--- src/rtl/rect_fill_if.sv ---
// rect_fill_if: command handshake and pixel stream between draw controller, fill engine and VGA adapter
//   master: controller side (drives cmd_*, observes ready/pixel/status)
//   slave:  engine side (accepts cmd_*, drives cmd_ready, pix_*, busy, done)
interface rect_fill_if #(
  parameter int XW = 8,
  parameter int YW = 7,
  parameter int CW = 3
);
  logic          cmd_valid;
  logic          cmd_ready;
  logic          cmd_clear;
  logic [XW-1:0] cmd_x;
  logic [YW-1:0] cmd_y;
  logic [XW-1:0] cmd_w;
  logic [YW-1:0] cmd_h;
  logic [CW-1:0] cmd_colour;
  logic [XW-1:0] pix_x;
  logic [YW-1:0] pix_y;
  logic [CW-1:0] pix_colour;
  logic          pix_plot;
  logic          busy;
  logic          done;
  modport master (
    output cmd_valid, cmd_clear, cmd_x, cmd_y, cmd_w, cmd_h, cmd_colour,
    input  cmd_ready, pix_x, pix_y, pix_colour, pix_plot, busy, done
  );
  modport slave (
    input  cmd_valid, cmd_clear, cmd_x, cmd_y, cmd_w, cmd_h, cmd_colour,
    output cmd_ready, pix_x, pix_y, pix_colour, pix_plot, busy, done
  );
endinterface

--- src/rtl/rect_fill_engine.sv ---
// rect_fill_engine: rasterises one clipped filled-rectangle command into a one-pixel-per-clock write stream
//   clk   : system clock
//   reset : synchronous, active-low
//   bus   : rect_fill_if.slave -- cmd_valid/ready/clear/x/y/w/h/colour in,
//           pix_x/y/colour/plot, busy, done out
module rect_fill_engine #(
  parameter int SCREEN_W = 160,
  parameter int SCREEN_H = 120,
  parameter int XW       = 8,
  parameter int YW       = 7,
  parameter int CW       = 3
) (
  input logic       clk,
  input logic       reset,
  rect_fill_if.slave bus
);
  typedef enum logic [1:0] {IDLE, SETUP, FILL, DONE} state_t;
  localparam logic [XW:0] SW = (XW+1)'(SCREEN_W);
  localparam logic [YW:0] SH = (YW+1)'(SCREEN_H);
  state_t        state, state_n;
  logic [XW-1:0] x0, w0, x_last, px;
  logic [YW-1:0] y0, h0, y_last, py;
  logic [CW-1:0] c0, pc;
  logic          plot, empty, last_pix;
  logic [XW:0]   x_end;
  logic [YW:0]   y_end;
  // one extra bit so x+w / y+h never wrap before clipping
  assign x_end    = {1'b0, x0} + {1'b0, w0};
  assign y_end    = {1'b0, y0} + {1'b0, h0};
  assign empty    = {1'b0, x0} >= SW || {1'b0, y0} >= SH || w0 == '0 || h0 == '0;
  assign last_pix = px == x_last && py == y_last;
  always_comb begin
    state_n = state == IDLE  ? (bus.cmd_valid ? SETUP : IDLE) :
              state == SETUP ? (empty ? DONE : FILL) :
              state == FILL  ? (last_pix ? DONE : FILL) : IDLE;
  end
  always_ff @(posedge clk) begin
    if (!reset) state <= IDLE;
    else state <= state_n;
  end
  always_ff @(posedge clk) begin
    if (state == IDLE && bus.cmd_valid) begin
      x0 <= bus.cmd_clear ? '0 : bus.cmd_x;
      y0 <= bus.cmd_clear ? '0 : bus.cmd_y;
      w0 <= bus.cmd_clear ? XW'(SCREEN_W) : bus.cmd_w;
      h0 <= bus.cmd_clear ? YW'(SCREEN_H) : bus.cmd_h;
      c0 <= bus.cmd_clear ? '0 : bus.cmd_colour;
    end
    if (state == SETUP) begin
      x_last <= XW'((x_end > SW ? SW : x_end) - (XW+1)'(1));
      y_last <= YW'((y_end > SH ? SH : y_end) - (YW+1)'(1));
    end
  end
  // pixel registers: loaded with the top-left corner leaving SETUP, then stepped in raster order
  always_ff @(posedge clk) begin
    if (!reset) begin
      px   <= '0;
      py   <= '0;
      pc   <= '0;
      plot <= 1'b0;
    end else begin
      plot <= state_n == FILL;
      if (state == SETUP && !empty) begin
        px <= x0;
        py <= y0;
        pc <= c0;
      end else if (state == FILL && !last_pix) begin
        px <= px == x_last ? x0 : px + XW'(1);
        py <= px == x_last ? py + YW'(1) : py;
      end
    end
  end
  assign bus.cmd_ready  = state == IDLE;
  assign bus.busy       = state != IDLE;
  assign bus.done       = state == DONE;
  assign bus.pix_x      = px;
  assign bus.pix_y      = py;
  assign bus.pix_colour = pc;
  assign bus.pix_plot   = plot;
endmodule

--- src/flat_wrapper.sv ---
// flat-port wrapper written by rule: the top's interface ports become plain ports
module rect_fill_engine_flat 
#(
  parameter int SCREEN_W = 160,
  parameter int SCREEN_H = 120,
  parameter int XW       = 8,
  parameter int YW       = 7,
  parameter int CW       = 3
)
  (clk, reset, bus_cmd_valid, bus_cmd_clear, bus_cmd_x, bus_cmd_y, bus_cmd_w, bus_cmd_h, bus_cmd_colour, bus_cmd_ready, bus_pix_x, bus_pix_y, bus_pix_colour, bus_pix_plot, bus_busy, bus_done);
  rect_fill_if #(.XW(XW), .YW(YW), .CW(CW)) bus_i ();
  input logic clk;
  input logic reset;
  input wire logic [$bits(bus_i.cmd_valid)-1:0] bus_cmd_valid;
  input wire logic [$bits(bus_i.cmd_clear)-1:0] bus_cmd_clear;
  input wire logic [$bits(bus_i.cmd_x)-1:0] bus_cmd_x;
  input wire logic [$bits(bus_i.cmd_y)-1:0] bus_cmd_y;
  input wire logic [$bits(bus_i.cmd_w)-1:0] bus_cmd_w;
  input wire logic [$bits(bus_i.cmd_h)-1:0] bus_cmd_h;
  input wire logic [$bits(bus_i.cmd_colour)-1:0] bus_cmd_colour;
  output wire logic [$bits(bus_i.cmd_ready)-1:0] bus_cmd_ready;
  output wire logic [$bits(bus_i.pix_x)-1:0] bus_pix_x;
  output wire logic [$bits(bus_i.pix_y)-1:0] bus_pix_y;
  output wire logic [$bits(bus_i.pix_colour)-1:0] bus_pix_colour;
  output wire logic [$bits(bus_i.pix_plot)-1:0] bus_pix_plot;
  output wire logic [$bits(bus_i.busy)-1:0] bus_busy;
  output wire logic [$bits(bus_i.done)-1:0] bus_done;
  assign bus_i.cmd_valid = bus_cmd_valid;
  assign bus_i.cmd_clear = bus_cmd_clear;
  assign bus_i.cmd_x = bus_cmd_x;
  assign bus_i.cmd_y = bus_cmd_y;
  assign bus_i.cmd_w = bus_cmd_w;
  assign bus_i.cmd_h = bus_cmd_h;
  assign bus_i.cmd_colour = bus_cmd_colour;
  assign bus_cmd_ready = bus_i.cmd_ready;
  assign bus_pix_x = bus_i.pix_x;
  assign bus_pix_y = bus_i.pix_y;
  assign bus_pix_colour = bus_i.pix_colour;
  assign bus_pix_plot = bus_i.pix_plot;
  assign bus_busy = bus_i.busy;
  assign bus_done = bus_i.done;
  rect_fill_engine #(.SCREEN_W(SCREEN_W), .SCREEN_H(SCREEN_H), .XW(XW), .YW(YW), .CW(CW)) u_core (.clk(clk), .reset(reset), .bus(bus_i));
endmodule
--- config.mk ---
export PLATFORM = sky130hd
export DESIGN_NAME = rect_fill_engine_flat
export DESIGN_NICKNAME = d
export VERILOG_FILES = /design/src/rtl/rect_fill_if.sv /design/src/rtl/rect_fill_engine.sv /design/src/flat_wrapper.sv
export SDC_FILE = /design/constraint.sdc
export NUM_CORES = 1
export LEC_CHECK = 0
export BUFFER_PORTS_ARGS = -buffer_cell sky130_fd_sc_hd__buf_2
export CORE_ASPECT_RATIO = 0.75
export CORE_MARGIN = 1
export CORE_UTILIZATION = 40
export DETAILED_ROUTE_END_ITERATION = 8
export GPL_ROUTABILITY_DRIVEN = 0
export GPL_TIMING_DRIVEN = 0
export PLACE_DENSITY = 0.65
export SYNTH_ARGS = -nofsm -noshare
export SYNTH_HDL_FRONTEND = slang
export SYNTH_SLANG_ARGS = --single-unit
--- constraint.sdc ---
create_clock -name clk -period 3.43 [get_ports clk]
set_clock_uncertainty 0.2 [all_clocks]
set_input_delay 0.686 -clock clk [delete_from_list [all_inputs] [get_ports clk]]
set_output_delay 0.686 -clock clk [all_outputs]
set_load 0.01 [all_outputs]
==> results of run 1 <==
==> flip-flops by register name, indices dropped and copies added, names as in the netlist <==
name and flops:
u_core.bus.pix_x 8, u_core.y_last 7, u_core.c0 3, u_core.bus.pix_colour 3
u_core.bus.pix_plot 1, u_core.x_last 8, u_core.state 2, u_core.bus.pix_y 7
u_core.w0 8, u_core.h0 7, u_core.y0 7, u_core.x0 8
==> synthesized netlist by cell type, types with 3 or more instances <==
cell,n
nand2b_1,6
nand3_1,11
a21oi_1,19
a211oi_1,4
nand3b_1,8
and3_1,5
ha_1,23
nor4_1,4
xor2_1,12
dfxtp_1,21
nor3_1,4
or3_1,5
o21ai_0,8
nor2b_1,32
nor2_1,16
buf_2,3
or2_2,8
or2_1,3
clkbuf_1,8
and2_1,7
o21ai_1,7
a21boi_0,3
edfxtp_1,48
a21o_1,11
mux2i_1,3
xnor2_1,21
nand4_1,10
nand2_1,31
inv_1,21
==> power by group <==
group / internal, mW / switching (mW)
clock: 0.658 / 0.350
sequential: 1.01 / 0.0681
combinational: 0.328 / 0.400
total: 2.00 / 0.819
==> cell families (layout without fill, tap and decap cells) <==
group                    after synthesis  count (layout)  share of synthesized area (%)
AND/OR/NAND/NOR                      157             157                           21.7
buffers and inverters                 32             114                           3.04
adder cells (fa/ha/maj)               25              25                           8.04
multiplexers                           4               4                           1.01
XOR/XNOR                              33              33                           7.09
AO/OA/AOI/OAI                         77              77                           13.5
flip-flops                            69              69                           45.7
==> routing by layer <==
metal  vias to the layer above  GRT usage, %  routed length [um]
met5                         -             0                   0
met4                         0          5.75                  53
met3                         4          3.44                 468
met2                        80          28.1                4050
met1                      1467          25.9                4600
li1                       1581             -                   -
==> area by class of cell <==
cell class                 count  area (um^2)  share of cell area, %
sequential                    69         1860                   37.1
inverter                      21         78.8                   1.57
buffer                        10         43.8                  0.872
timing repair buffer          67          360                   7.18
tap                          132          165                   3.29
multi-input combinational    296         2180                   43.5
clock buffer                  11          243                   4.84
clock inverter                 5         83.8                   1.67
==> worst max path at each step <==
stage / to / cells past startpoint / from
floorplan: u_core.y_last[6] / 14 / u_core.h0[0]
global placement: u_core.x_last[6] / 11 / u_core.x0[4]
detailed placement: u_core.x_last[6] / 11 / u_core.x0[4]
CTS: u_core.x_last[6] / 13 / u_core.w0[0]
global route: u_core.x_last[6] / 12 / u_core.x0[3]
finish: u_core.x_last[6] / 10 / u_core.x0[2]
==> worst max-delay path, stage by stage (launching register included) <==
cell and delay, ns:
edfxtp_1 0.44, ha_1 0.44, nand4_1 0.25, a311o_1 0.40
and4_1 0.22, a31oi_4 0.21, or2_4 0.17, ha_2 0.22
nand4_1 0.12, or3_1 0.33, a21oi_1 0.15
==> repair_timing <==
action / in CTS / in global routing
pin swaps: 0 / 6
setup buffers: 2 / 8
resized for setup: 6 / 16
setup endpoints to repair: 2 / 5
endpoints found under the hold margin: 0 / 0
==> metrics by stage <==
step	power (mW)	setup slack [ns]	std cells
global route	2.96	-0.0125	611
CTS	2.76	0.00787	603
global placement	1.71	-0.116	586
floorplan	1.56	0.286	397
finish	2.82	0.109	611
detailed placement	1.73	-0.169	586
==> impl_metrics.yaml, run 1 <==
outcome:
  status: "complete, no violations"
timing:
  finalSetupViolCount: 0
  post-route-period-util_pct: 96.8
  fin_hold_ws_ns: 0.284
  maxSlewViolCount: 0
  max-slew-margin-rel_pct: 14.2
  tightest_slew_ns: 1.29
  fmax_mhz: 301
  finalSetupTns_ns: 0
  hold_violations: 0
  fin_crit_ns: 3.32
finish:
  fill_cells: 883
  final_cell_mix: "buf_2, edfxtp_1, nand2_1"
  fin_nets: 536
  finish.instance_area_um2: 5020
  areaGrowthSynthToFinish_pct: 23.1
  fin_util_pct: 51.4
  drive_gt1_share_pct: 25.5
  antennaDiodeCount: 0
  layout_commonest_cell: "buf_2"
worst_setup_path:
  crit_type: "register to register"
  crit_required_ns: 3.40
  reg2reg_setup_slack_ns: 0.11
  ff2ff_path_depth: 10
  worstReg2RegStart: "u_core.x0[2]"
  critPathArrivalTime_ns: 3.30
  start_kind: "register"
  endpoint_kind: "register"
  r2r-end: "u_core.x_last[6]"
  crit_fanout: 6
hold_path:
  min-delay-start: "u_core.bus.pix_colour[0]"
  worstHoldEndpoint: "u_core.bus.pix_colour[0]"
  min_path_type: "register to register"
  holdPathStages: 2
pwr:
  power_density_nw_per_um2: 561
  p_leak_nw: 1.95
  irDropWorstVdd_mv: 0.287
logic_synthesis:
  synth_top_area_share_pct: 35.4
  synthFlopType: "edfxtp_1"
  synth_edf_count: 48
  post_synth.cell_area_avg_um2: 10.3
  ys_ff_latch: 69
  async_flop_share_pct: 0
  synth_cell_types: 57
  syn-cell-area_um2: 4080
  synth.net_count: 459
  synthCells: 397
  yosysSeqAreaShare_pct: 45.7
  yosysWarnings: 0
  yosysTopAreaCell: "edfxtp_1"
  synth.area.top_cells: "edfxtp_1, dfxtp_1, ha_1, nor2b_1, xnor2_1"
placement:
  dp_hpwl_mm: 6.95
  placed_cell_area_um2: 4530
  io_buffers: 57
routing:
  avgViaCountPerCell: 5.13
  wl_mm: 9.18
  drt_iter0_drc: 120
  ant_nets: 0
  vias: 3132
  wl_per_cell_um: 15.0
  drc: 0
  dr.pass1.iters: 4
grt:
  antenna_found_initial: 0
  grt_max_degree: 34
  grt_usage_pct: 18.2
  grt_pass1_vias: 2919
  grt_pass1_wl_mm: 14.8
  overflow: 0
floorplan:
  die_height_um: 89.4
  start_util_pct: 41.7
  rows: 31
  chipWidth_um: 119
  core_um2: 9770
  io_pins: 59
  dieArea_um2: 10600
clock_network:
  cts_max_path_buffers: 2
  h-tree-depth: 3
  cts-root-buf: "clkbuf_16"
  cts-buffers-inserted: 9
  cts_tree: "yes"
  clkLatencyLatePin_ns: 0.33
  clk_pin_slew_worst_paths_ns: 0.06
  cts_hold_buf: 0
  clock-sinks: 69
flow_run:
  cap_viol_max_count: 0
Note: power is estimated with default switching activity, not from simulation.
==> run 2: changes to the inputs <==
- BUFFER_PORTS_ARGS: -buffer_cell sky130_fd_sc_hd__buf_2 -> unset
- CELL_PAD_IN_SITES_DETAIL_PLACEMENT: unset -> 0
- CELL_PAD_IN_SITES_GLOBAL_PLACEMENT: unset -> 1
- DONT_BUFFER_PORTS: unset -> 1
- PLACE_DENSITY: 0.65 -> 0.72
==> run 2 against run 1 <==
Worst hold slack improved by 0.027 ns. Final area decreased by 5.4%. Worst setup slack better by 0.056 ns. Combinational power is 3.3% lower. Via count decreased by 6.7%. Clock power down 19%. Sequential share of layout area rose by 2.1 points. Register-to-register slack better by 0.06 ns. Critical endpoint unchanged. Sequential power hardly changed.
==> impl_metrics.yaml, run 2 (same netlist as run 1, synthesis figures left out) <==
flow_run:
  cap_viol_max_count: 0
floorplan:
  die_height_um: 89.4
  start_util_pct: 41.7
  dieArea_um2: 10600
  chipWidth_um: 119
  io_pins: 59
  core_um2: 9770
  rows: 31
timing:
  hold_violations: 0
  finalSetupViolCount: 0
  fin_crit_ns: 3.26
  max-slew-margin-rel_pct: 47.6
  fmax_mhz: 306
  fin_hold_ws_ns: 0.311
  maxSlewViolCount: 0
  post-route-period-util_pct: 95.2
  worst_slack_ns: 0.166
  tightest_slew_ns: 0.786
  rsz0062_at_grt: "no"
finish:
  drive_gt1_share_pct: 16.9
  layout_commonest_cell: "edfxtp_1"
  fin_nets: 483
  areaGrowthSynthToFinish_pct: 16.5
  fin_util_pct: 48.6
  antennaDiodeCount: 0
  final_cell_mix: "edfxtp_1, nand2_1, nor2b_1"
worst_setup_path:
  cp-startpoint: "u_core.x0[1]"
  crit_fanout: 5
  endpoint_kind: "register"
  start_kind: "register"
  crit_required_ns: 3.42
  worstReg2RegStart: "u_core.x0[1]"
  crit_type: "register to register"
  critPathArrivalTime_ns: 3.25
grt:
  grt_usage_pct: 18.3
  grt_pass1_vias: 2731
  antenna_found_initial: 0
  grt_pass1_wl_mm: 14.5
  grt_max_degree: 34
  overflow: 0
clock_network:
  cts_tree: "yes"
  clkLatencyLatePin_ns: 0.33
  h-tree-depth: 3
  clk_pin_slew_worst_paths_ns: 0.06
  cts_max_path_buffers: 2
  clock-sinks: 69
  cts-root-buf: "clkbuf_16"
  cts-buffers-inserted: 9
placement:
  io_buffers: 0
  preCtsSetupSlack_ns: -0.186
  dp_hpwl_mm: 6.93
routing:
  avgViaCountPerCell: 5.24
  dr.pass1.iters: 5
  drc: 0
  vias: 2923
  ant_nets: 0
  drt_iter0_drc: 127
  wl_per_cell_um: 16.4
  wl_mm: 9.18
pwr:
  power_density_nw_per_um2: 551
  irDropWorstVdd_mv: 0.264
  finalPower_mw: 2.62
  p_leak_nw: 1.70
outcome:
  status: "complete, no violations"
hold_path:
  min-delay-start: "u_core.c0[0]"
  min_path_type: "register to register"
run 2: path summary, 6_finish.rpt:
kind / end / slack, ns / cells past startpoint
setup / recovery: u_core.x_last[6] / 0.17 / 11
hold / removal: u_core.bus.pix_colour[0] / 0.31 / 2
setup reg to reg: u_core.x_last[6] / 0.17 / 11
hold reg to reg: u_core.bus.pix_colour[0] / 0.31 / 2
run 2: power by group:
part           switching (mW)  total [mW]  leakage, nW  internal (mW)
Sequential             0.0791        1.09        0.625           1.01
Combinational           0.381       0.704        0.940          0.323
Clock                   0.337       0.822        0.133          0.485
Total                   0.797        2.62         1.70           1.82
run 2: layout make-up:
class,count,area [um^2]
flip-flops and latches,69,1860
multi-input cells,296,2210
plain buffers,10,43.8
repair buffers,14,125
well taps,132,165
clock inverters,5,28.8
clock buffers,11,233
inverters,21,78.8
fillers,929,5020
run 2: what timing repair did:
item                                    CTS  global route
pin swaps                                 0             9
resized for setup                         5            22
setup buffers                             2            11
hold buffers                              0             0
hold endpoints to repair                  0             0
endpoints found under the setup margin    2             4
run 2: critical path, stage by stage (launching register included):
cell and delay [ns]:
edfxtp_1 0.46, ha_4 0.31, a21o_1 0.13, nand4_1 0.21, a311o_1 0.43, and4_1 0.21
a31oi_4 0.20, or2_4 0.17, ha_2 0.20, nand4_1 0.13, or3_1 0.33, a21oi_1 0.14
run 2: metrics by stage:
stage,std cells,TNS (ns),instance area [um^2]
3_5_place_dp,529,-0.235,4240
5_1_grt,558,0,4750
4_1_cts,546,0,4540
2_1_floorplan,397,0,4080
3_3_place_gp,529,-0.159,4240
6_report,558,0,4750
run 2: routing by layer:
| metal | part of all wire, % | track usage, % | routed length [um] |
|---|---|---|---|
| met1 | 53 | 26.6 | 4890 |
| met2 | 40 | 25.5 | 3670 |
| met3 | 5.7 | 5.87 | 525 |
| met4 | 1.0 | 5.64 | 96 |
| met5 | 0 | 0 | 0 |
